**src/rtl/muldiv_pkg.sv**
```systemverilog
// Shared constants, op encodings and FSM state type for the multiply/divide sequencer.
package muldiv_pkg;

  localparam int WIDTH_DEF = 32;
  localparam int CNT_W     = $clog2(WIDTH_DEF);

  localparam logic [1:0] OP_MULT  = 2'b00;
  localparam logic [1:0] OP_MULTU = 2'b01;
  localparam logic [1:0] OP_DIV   = 2'b10;
  localparam logic [1:0] OP_DIVU  = 2'b11;

  typedef enum logic [1:0] {
    S_IDLE = 2'd0,
    S_RUN  = 2'd1,
    S_FIX  = 2'd2
  } state_t;

endpackage

```
**src/rtl/muldiv_step.sv**
```systemverilog
// One combinational iteration: shift-add for multiply, restoring trial-subtract for divide.
// The divide path exists only when MULDIV_SEQ_DIV_EN is defined.
module muldiv_step #(
  parameter int WIDTH = 32
) (
  input  logic [2*WIDTH-1:0] i_acc,
  input  logic [WIDTH-1:0]   i_operand,
`ifdef MULDIV_SEQ_DIV_EN
  input  logic               i_div,
`endif
  output logic [2*WIDTH-1:0] o_acc
);

  logic [WIDTH:0]       w_sum;
  logic [2*WIDTH-1:0]   w_mulAcc;
`ifdef MULDIV_SEQ_DIV_EN
  logic [WIDTH:0]       w_shift;
  logic [WIDTH:0]       w_diff;
  logic                 w_ge;
  logic [2*WIDTH-1:0]   w_divAcc;
`endif

  // Multiply: acc = {partial, multiplier}; add on LSB then shift right with the carry.
  always_comb begin
    w_sum    = {1'b0, i_acc[2*WIDTH-1:WIDTH]} + (i_acc[0] ? {1'b0, i_operand} : '0);
    w_mulAcc = {w_sum, i_acc[WIDTH-1:1]};
`ifdef MULDIV_SEQ_DIV_EN
    // Divide: acc = {remainder, dividend/quotient}; shift left, keep the trial if it fits.
    w_shift  = {i_acc[2*WIDTH-1:WIDTH], i_acc[WIDTH-1]};
    w_diff   = w_shift - {1'b0, i_operand};
    w_ge     = (w_shift >= {1'b0, i_operand});
    w_divAcc = {(w_ge ? w_diff[WIDTH-1:0] : w_shift[WIDTH-1:0]), i_acc[WIDTH-2:0], w_ge};
    o_acc    = i_div ? w_divAcc : w_mulAcc;
`else
    o_acc    = w_mulAcc;
`endif
  end

endmodule

```
**src/rtl/muldiv_seq.sv**
```systemverilog
// Iterative MULT/MULTU/DIV/DIVU sequencer owning HI/LO; 34-cycle start-to-done latency.
// Define MULDIV_SEQ_DIV_EN to build the restoring divider; otherwise divides complete at once with dz=1.
module muldiv_seq
  import muldiv_pkg::*;
#(
  parameter int WIDTH = WIDTH_DEF
) (
  input  logic             clk,
  input  logic             reset,
  input  logic             start,
  input  logic [1:0]       op,
  input  logic [WIDTH-1:0] a,
  input  logic [WIDTH-1:0] b,
  input  logic             mthi,
  input  logic             mtlo,
  input  logic [WIDTH-1:0] hi_wdata,
  input  logic [WIDTH-1:0] lo_wdata,
  output logic             busy,
  output logic             done,
  output logic [WIDTH-1:0] hi,
  output logic [WIDTH-1:0] lo,
  output logic             dz
);

  localparam int CW = $clog2(WIDTH);

  state_t               r_state;
  state_t               w_nextState;
  logic [CW-1:0]        r_count;
  logic [2*WIDTH-1:0]   r_acc;
  logic [2*WIDTH-1:0]   w_stepAcc;
  logic [2*WIDTH-1:0]   w_prod;
  logic [WIDTH-1:0]     r_operand;
  logic [WIDTH-1:0]     r_hi;
  logic [WIDTH-1:0]     r_lo;
  logic [WIDTH-1:0]     w_absA;
  logic [WIDTH-1:0]     w_absB;
  logic [WIDTH-1:0]     w_resHi;
  logic [WIDTH-1:0]     w_resLo;
  logic                 w_resDz;
  logic                 r_negRes;
  logic                 r_done;
  logic                 r_dz;
  logic                 w_accept;
  logic                 w_runStart;
  logic                 w_aNeg;
  logic                 w_bNeg;
`ifdef MULDIV_SEQ_DIV_EN
  logic                 r_isDiv;
  logic                 r_negRem;
  logic                 r_bZero;
  logic [WIDTH-1:0]     r_aOrig;
`endif

  muldiv_step #(.WIDTH(WIDTH)) u_step (
    .i_acc     (r_acc),
    .i_operand (r_operand),
`ifdef MULDIV_SEQ_DIV_EN
    .i_div     (r_isDiv),
`endif
    .o_acc     (w_stepAcc)
  );

  always_ff @(posedge clk) begin
    if (reset) r_state <= S_IDLE;
    else       r_state <= w_nextState;
  end

  always_comb begin
    w_accept = start && (r_state == S_IDLE);
`ifdef MULDIV_SEQ_DIV_EN
    w_runStart = w_accept;
`else
    w_runStart = w_accept && !op[1];
`endif
    w_nextState = r_state;
    case (r_state)
      S_IDLE:  if (w_runStart) w_nextState = S_RUN;
      S_RUN:   if (r_count == CW'(WIDTH-1)) w_nextState = S_FIX;
      S_FIX:   w_nextState = S_IDLE;
      default: w_nextState = S_IDLE;
    endcase
  end

  always_comb begin
    busy = (r_state != S_IDLE);
    done = r_done;
    dz   = r_dz;
    hi   = r_hi;
    lo   = r_lo;
  end

  // Magnitudes at accept (op[0]=0 means signed) and sign-fixed results for FIX.
  always_comb begin
    w_aNeg  = !op[0] && a[WIDTH-1];
    w_bNeg  = !op[0] && b[WIDTH-1];
    w_absA  = w_aNeg ? -a : a;
    w_absB  = w_bNeg ? -b : b;
    w_prod  = r_negRes ? -r_acc : r_acc;
    w_resHi = w_prod[2*WIDTH-1:WIDTH];
    w_resLo = w_prod[WIDTH-1:0];
    w_resDz = 1'b0;
`ifdef MULDIV_SEQ_DIV_EN
    if (r_isDiv) begin
      if (r_bZero) begin
        w_resLo = '1;
        w_resHi = r_aOrig;
        w_resDz = 1'b1;
      end else begin
        w_resLo = r_negRes ? -r_acc[WIDTH-1:0] : r_acc[WIDTH-1:0];
        w_resHi = r_negRem ? -r_acc[2*WIDTH-1:WIDTH] : r_acc[2*WIDTH-1:WIDTH];
      end
    end
`endif
  end

  always_ff @(posedge clk) begin
    if (reset) begin
      r_count   <= '0;
      r_acc     <= '0;
      r_operand <= '0;
      r_hi      <= '0;
      r_lo      <= '0;
      r_negRes  <= 1'b0;
      r_done    <= 1'b0;
      r_dz      <= 1'b0;
`ifdef MULDIV_SEQ_DIV_EN
      r_isDiv   <= 1'b0;
      r_negRem  <= 1'b0;
      r_bZero   <= 1'b0;
      r_aOrig   <= '0;
`endif
    end else begin
      r_done <= 1'b0;
      case (r_state)
        S_IDLE: begin
          if (start) begin
            r_dz     <= 1'b0;
            r_count  <= '0;
            r_negRes <= w_aNeg ^ w_bNeg;
            if (op[1]) begin
              r_acc     <= {{WIDTH{1'b0}}, w_absA};
              r_operand <= w_absB;
            end else begin
              r_acc     <= {{WIDTH{1'b0}}, w_absB};
              r_operand <= w_absA;
            end
`ifdef MULDIV_SEQ_DIV_EN
            r_isDiv  <= op[1];
            r_negRem <= w_aNeg;
            r_bZero  <= (b == '0);
            r_aOrig  <= a;
`else
            if (op[1]) begin
              r_done <= 1'b1;
              r_dz   <= 1'b1;
            end
`endif
          end else begin
            // A start in the same cycle takes priority and drops the MT write.
            if (mthi) r_hi <= hi_wdata;
            if (mtlo) r_lo <= lo_wdata;
          end
        end
        S_RUN: begin
          r_acc   <= w_stepAcc;
          r_count <= r_count + 1'b1;
        end
        S_FIX: begin
          r_hi   <= w_resHi;
          r_lo   <= w_resLo;
          r_dz   <= w_resDz;
          r_done <= 1'b1;
        end
        default: ;
      endcase
    end
  end

endmodule

```
**config.mk**
```make
export PLATFORM = sky130hd
export DESIGN_NAME = muldiv_seq
export DESIGN_NICKNAME = d
export VERILOG_FILES = /design/src/rtl/muldiv_pkg.sv /design/src/rtl/muldiv_step.sv /design/src/rtl/muldiv_seq.sv
export SDC_FILE = /design/constraint.sdc
export NUM_CORES = 1
export LEC_CHECK = 0
export CAP_MARGIN = 20
export CORE_MARGIN = 2
export CORE_UTILIZATION = 38
export CTS_BUF_LIST = sky130_fd_sc_hd__clkbuf_8 sky130_fd_sc_hd__clkbuf_16
export CTS_CLUSTER_DIAMETER = 80
export DETAILED_ROUTE_END_ITERATION = 10
export PLACE_DENSITY = 0.61
export SLEW_MARGIN = 15
export SYNTH_ARGS = -nofsm -noshare
export SYNTH_HDL_FRONTEND = slang
export SYNTH_SLANG_ARGS = --single-unit
```
**constraint.sdc**
```tcl
create_clock -name clk -period 3.99 [get_ports clk]
set_input_delay 0.798 -clock clk [delete_from_list [all_inputs] [get_ports clk]]
set_output_delay 0.798 -clock clk [all_outputs]
set_load 0.005 [all_outputs]
```
# Yosys cells after proc, flatten, opt, wreduce, memory -nomap -nowiden
# Index checks and enable logic that the tools add are counted.
[op_classes] eq_ne=9 bitwise_logic=1 muxes=24 n_reduce_logical=16 addsub=5
[op_table] operator="$mux W32" n=9
[op_table] operator="$mux W64" n=2
[op_table] operator="$pmux W32 S2" n=2
[op_table] operator="$pmux W64 S2" n=1
[op_table] operator="$neg A32 Y32" n=2
[op_table] operator="$neg A64 Y64" n=1
[op_table] operator="$add A32 B33 Y33" n=1
[op_table] operator="$ne A2 B2 Y1 const B" n=6
[op_table] operator="$pmux W5 S2" n=1
[op_table] operator="$reduce_and A2 Y1" n=4
[op_table] operator="$reduce_and A3 Y1" n=2
[op_table] operator="$reduce_bool A2 Y1" n=3
[op_table] operator="$add A5 B1 Y5 const B" n=1
[op_table] operator="$eq A5 B5 Y1 const B" n=1
[op_table] operator="$mux W5" n=1
[op_table] operator="$logic_and A1 B1 Y1" n=4
[op_table] operator="$mux W2" n=2
[op_table] operator="$pmux W1 S2" n=2
[op_table] operator="$pmux W2 S2" n=1
[op_table] operator="$mux W1" n=3
[op_table] operator="$eq A2 B1 Y1 const B" n=1
[op_table] operator="$eq A2 B2 Y1 const B" n=1
[op_table] operator="$logic_not A1 Y1" n=2
[op_table] operator="$logic_not A2 Y1" n=1
[op_table] operator="$xor A1 B1 Y1" n=1
[word_totals] word_cells=64 inputBits=135 ff_bits=170 out_inout_bits=67

# Longest topological paths before layout
[depth] word_depth=6 mapped_depth=14 depth_no_buf=12

# Hierarchy
# A second synthesis with hierarchy kept.
[hier_totals] hier_cells=1598 area_unflattened_um2=12424.4
[modules_own_cells] mod="muldiv_seq" instances=1 cells_each=1303 seq_area_each_um2=3403.3 area_per_inst_um2=10237.3
[modules_own_cells] mod="muldiv_step" instances=1 cells_each=295 seq_area_each_um2=0.0 area_per_inst_um2=2187.1

# Worst setup path after synthesis
# No wires, ideal clock.
[synth_path] path_kind="flip-flop to flip-flop" from="reg r_acc[0]" to="reg r_acc[57]" arrival_ns=2.891 setup_time_ns=0.117 setup_slack_ns=0.983 stages_incl_launch_ff=14 path_cell_list="dfxtp_1 -> clkbuf_1 -> clkbuf_1 -> and2_1 -> ha_1 -> clkbuf_1 -> a211oi_1 -> o22ai_1 -> a211oi_1 -> a31oi_1 -> o31ai_1 -> o21ai_0 -> xnor2_1 -> a22o_1"
[synth_via] elab_chain_len=3
[synth_rtl] element="from (decl)" line_no="muldiv_seq.sv:30" rtl="logic [2*WIDTH-1:0] r_acc;"
[synth_rtl] element="from (signal assigned)" line_no="muldiv_seq.sv:142" rtl="r_acc <= {{WIDTH{1'b0}}, w_absA};"
[synth_rtl] element="from (signal assigned)" line_no="muldiv_seq.sv:145" rtl="r_acc <= {{WIDTH{1'b0}}, w_absB};"
[synth_rtl] element="from (signal assigned)" line_no="muldiv_seq.sv:166" rtl="r_acc <= w_stepAcc;"
[synth_rtl] element="$mux W32" line_no="muldiv_step.sv:25" rtl="w_sum = {1'b0, i_acc[2*WIDTH-1:WIDTH]} + (i_acc[0] ? {1'b0, i_operand} : '0);"
[synth_rtl] element="$add A32 B33 Y33" line_no="muldiv_step.sv:25"
[synth_rtl] element="$pmux W64 S2" line_no="muldiv_seq.sv:135" rtl="case (r_state)"
# No other way between the ends.
# A chain may end at the register's enable or synchronous reset.

# Worst setup path after layout
[layout_path] from="reg r_acc[0]" to="reg r_acc[61]"
# Same word-level chain as after synthesis.

==> impl_metrics.env <==
export IMPL_arrival_ps=3650
export IMPL_final_area_sq_mm=0.0147
export IMPL_synth_top_cell_area_share=0.291
export IMPL_syn_inst=1521
export IMPL_postLayoutCoreUtil=0.483
export IMPL_setup_violations=0
export IMPL_numPortBuffers=201
export IMPL_nFillCells=3033
export IMPL_max_slew_margin=0.343
export IMPL_place_inst=2054
export IMPL_min_path_cells=2
export IMPL_start_kind="flop"
export IMPL_worstHoldStart="r_operand[21]$_SDFFE_PP0P_"
export IMPL_htree_levels=4
export IMPL_status="complete, no violations"
export IMPL_synth_top_family_by_area="compound AO/OA/AOI/OAI gates"
export IMPL_synth_flop_cell="dfxtp_1"
export IMPL_reg2reg_setup_slack_ps=660
export IMPL_first_iter_violations=1116
export IMPL_clock_sinks=170
export IMPL_tightest_slew_ps=986
export IMPL_fin_ws_ps=664
export IMPL_min_path_type="flop to flop"
export IMPL_cts_buffers=17
export IMPL_postCtsHoldBufs=0
export IMPL_regArea_sq_mm=0.00340
export IMPL_yosys_cell_count_top_type="dfxtp_1"
export IMPL_grt_overflow=0
export IMPL_antenna_cells=0
export IMPL_whs_endpoint="r_operand[21]$_SDFFE_PP0P_"
export IMPL_maxCapViolCount=0
export IMPL_reg2reg_from="r_acc[0]$_SDFFE_PP0P_"
export IMPL_synth_top_cells_by_count="170 x dfxtp_1, 168 x nor2_1, 139 x a21oi_1"
export IMPL_clock_path_buffers=2
export IMPL_crit_top_cell="buf_4"
export IMPL_die_width_um=179
export IMPL_gp_congestion=0.898
export IMPL_core_sq_mm=0.0304
export IMPL_synth_simple_area_share=0.226
export IMPL_grt_pass1_wl_um=63300
export IMPL_fin_cells=2086
export IMPL_dpl_worst_slack_ps=231
export IMPL_max_freq_mhz=301
export IMPL_wire_per_inst_um=19.4
export IMPL_synth_edff_count=0
export IMPL_cts_setup_buffers=0
export IMPL_hold_viol_final=0
export IMPL_clock_skew_ps=13.9
export IMPL_start_util=0.385
export IMPL_leakagePower_uw=0.00558
export IMPL_dpl_hpwl_um=31300
export IMPL_slowest_stage="o41ai_1"
export IMPL_tns_ps=0
export IMPL_syn_area_sq_mm=0.0117
export IMPL_grt_pass1_vias=11100
export IMPL_yosysSeqAreaShare=0.291
export IMPL_slowest_delay_ps=460
export IMPL_synth_distinct_cells=75
export IMPL_area_growth_pct=25.6
export IMPL_worstSetupPathType="flop to flop"
export IMPL_ios=202
export IMPL_crit_path_max_fanout=36
export IMPL_multi_input_area_sq_mm=0.00784
export IMPL_root_buffer="clkbuf_16"
export IMPL_min_period_ps=3330
export IMPL_async_flop_share=0
export IMPL_num_rows=64
export IMPL_clkTransAtPathRegs_ps=70
export IMPL_grt_max_degree=67
export IMPL_cts_resized=0
export IMPL_synth_compound_gate_area_share=0.295
export IMPL_die_y_um=179
export IMPL_cp_cell_sequence="buf_4, nand2_1, fa_1, nand2b_1, a21oi_1, a211oi_1, a31oi_1, o31ai_1, buf_4, o41ai_1, xor2_1, a22o_1"
export IMPL_rsz0062_at_grt="false"
export IMPL_required_ps=4320
export IMPL_syn_area_per_cell_sq_um=7.69
export IMPL_nNetsFinal=1850
export IMPL_grt_usage=0.244
export IMPL_r2r_cells=12
export IMPL_drive_gt1_frac=0.0657
export IMPL_synth_mux_area_frac=0.00898
export IMPL_synth_xor_area_frac=0.0973
export IMPL_drc=0
export IMPL_synthTopCellsByArea="dfxtp_1 29%, xor2_1 6.5%, a21oi_1 5.9%, nor2_1 5.4%, nand2_1 4.1%"
export IMPL_ys_warn_count=0
export IMPL_peakVddDrop_v=0.000291
export IMPL_place_area_sq_mm=0.0141
export IMPL_yosys_area_top_type="dfxtp_1"
export IMPL_antenna_found_initial=0
export IMPL_antenna_left=0
export IMPL_clkLatencyLatePin_ps=450
export IMPL_p_per_area_mw_per_mm2=308
export IMPL_cts_tree="yes"
export IMPL_slew_violations=0
export IMPL_die_area_sq_mm=0.0322
export IMPL_routed_via_count=12000
export IMPL_vias_per_cell=5.76
export IMPL_synth_seq_cells=170
export IMPL_critPathCaptureType="flop"
export IMPL_firstDrtPassIters=6
export IMPL_fin_crit_sh=0.834
export IMPL_wl_um=40500
export IMPL_synth_adder_area_share=0.0413
export IMPL_syn_nets=1694
export IMPL_r2r_end="r_acc[61]$_SDFFE_PP0P_"
-- cell type report --
type / instances / share of cell area
Multi-Input combinational cell: 1228 / 0.533
Sequential cell: 170 / 0.232
Timing Repair Buffer: 241 / 0.158
Tap cell: 396 / 0.0337
Clock buffer: 18 / 0.0299
Clock inverter: 14 / 0.00928
Inverter: 19 / 0.00485
-- metal layers --
metal	routed length, um	vias to the layer above	part of all wire	track usage
li1	-	5953	-	-
met1	19900	5572	0.49	0.365
met2	16900	445	0.42	0.354
met3	2870	42	0.071	0.0488
met4	736	0	0.018	0.0654
met5	0	-	0	0
-- worst max-delay path by stage --
stage	start	to	slack (ps)	depth (start not counted)
2_1_floorplan	r_acc[0]$_SDFFE_PP0P_	r_acc[57]$_SDFFE_PP0P_	980	13
3_3_place_gp	b[1]	r_acc[14]$_SDFFE_PP0P_	340	10
3_5_place_dp	b[1]	r_acc[14]$_SDFFE_PP0P_	230	10
4_1_cts	b[1]	r_acc[14]$_SDFFE_PP0P_	710	10
5_1_grt	r_acc[0]$_SDFFE_PP0P_	r_acc[59]$_SDFFE_PP0P_	400	12
6_report	r_acc[0]$_SDFFE_PP0P_	r_acc[61]$_SDFFE_PP0P_	660	12
-- layout by cell type, fill, tap and decap left out, types with 18 or more instances in the layout --
cell type,netlist,final
a222oi_1,20,20
nor3_1,31,31
xor2_1,87,87
a22o_1,26,26
nand2_1,128,128
o21ai_0,70,70
nand2b_1,19,19
ha_1,37,37
o31ai_1,31,31
xnor2_1,43,43
and2_1,36,36
a211oi_1,43,43
clkdlybuf4s50_1,0,199
a21oi_1,139,139
nor2_1,168,168
o22ai_1,29,29
a22oi_1,34,34
o21ai_1,18,18
nand3_1,27,27
buf_4,0,40
dfxtp_1,170,169
inv_1,18,18
-- registers in the layout (all words and copies together) (netlist names), 2 cells and up --
name and cells:
hi 32, lo 32, r_acc 64, r_count 5, r_operand 32, r_state 2
-- kinds of logic after synthesis --
kind of cell    Yosys count
compound gates          518
xor+xnor                130
fa+ha+maj                38
buf+inv                 123
flops                   170
mux                      10
simple gates            532
-- per-stage QoR --
stage | total power (uW) | hold slack, ps
2_1_floorplan | 2430 | 407
4_1_cts | 4550 | 450
3_5_place_dp | 2890 | 442
3_3_place_gp | 2880 | 436
5_1_grt | 4720 | 479
6_report | 4530 | 449
-- critical path: cells and delay by family, from the launching register on --
family                   cells  cell delay (ps)
XOR/XNOR                     1              130
buffers and inverters        2              480
AND/OR/NAND/NOR              2              370
flip-flops                   1              320
adder cells (fa/ha/maj)      1              420
AO/OA/AOI/OAI                6             1470
-- report_power, final --
group	switching, uW	leakage, uW	internal, uW
clock	776	0.000291	896
sequential	102	0.00139	1790
combinational	532	0.00390	438
No activity file was read; power rests on OpenSTA's default activity.
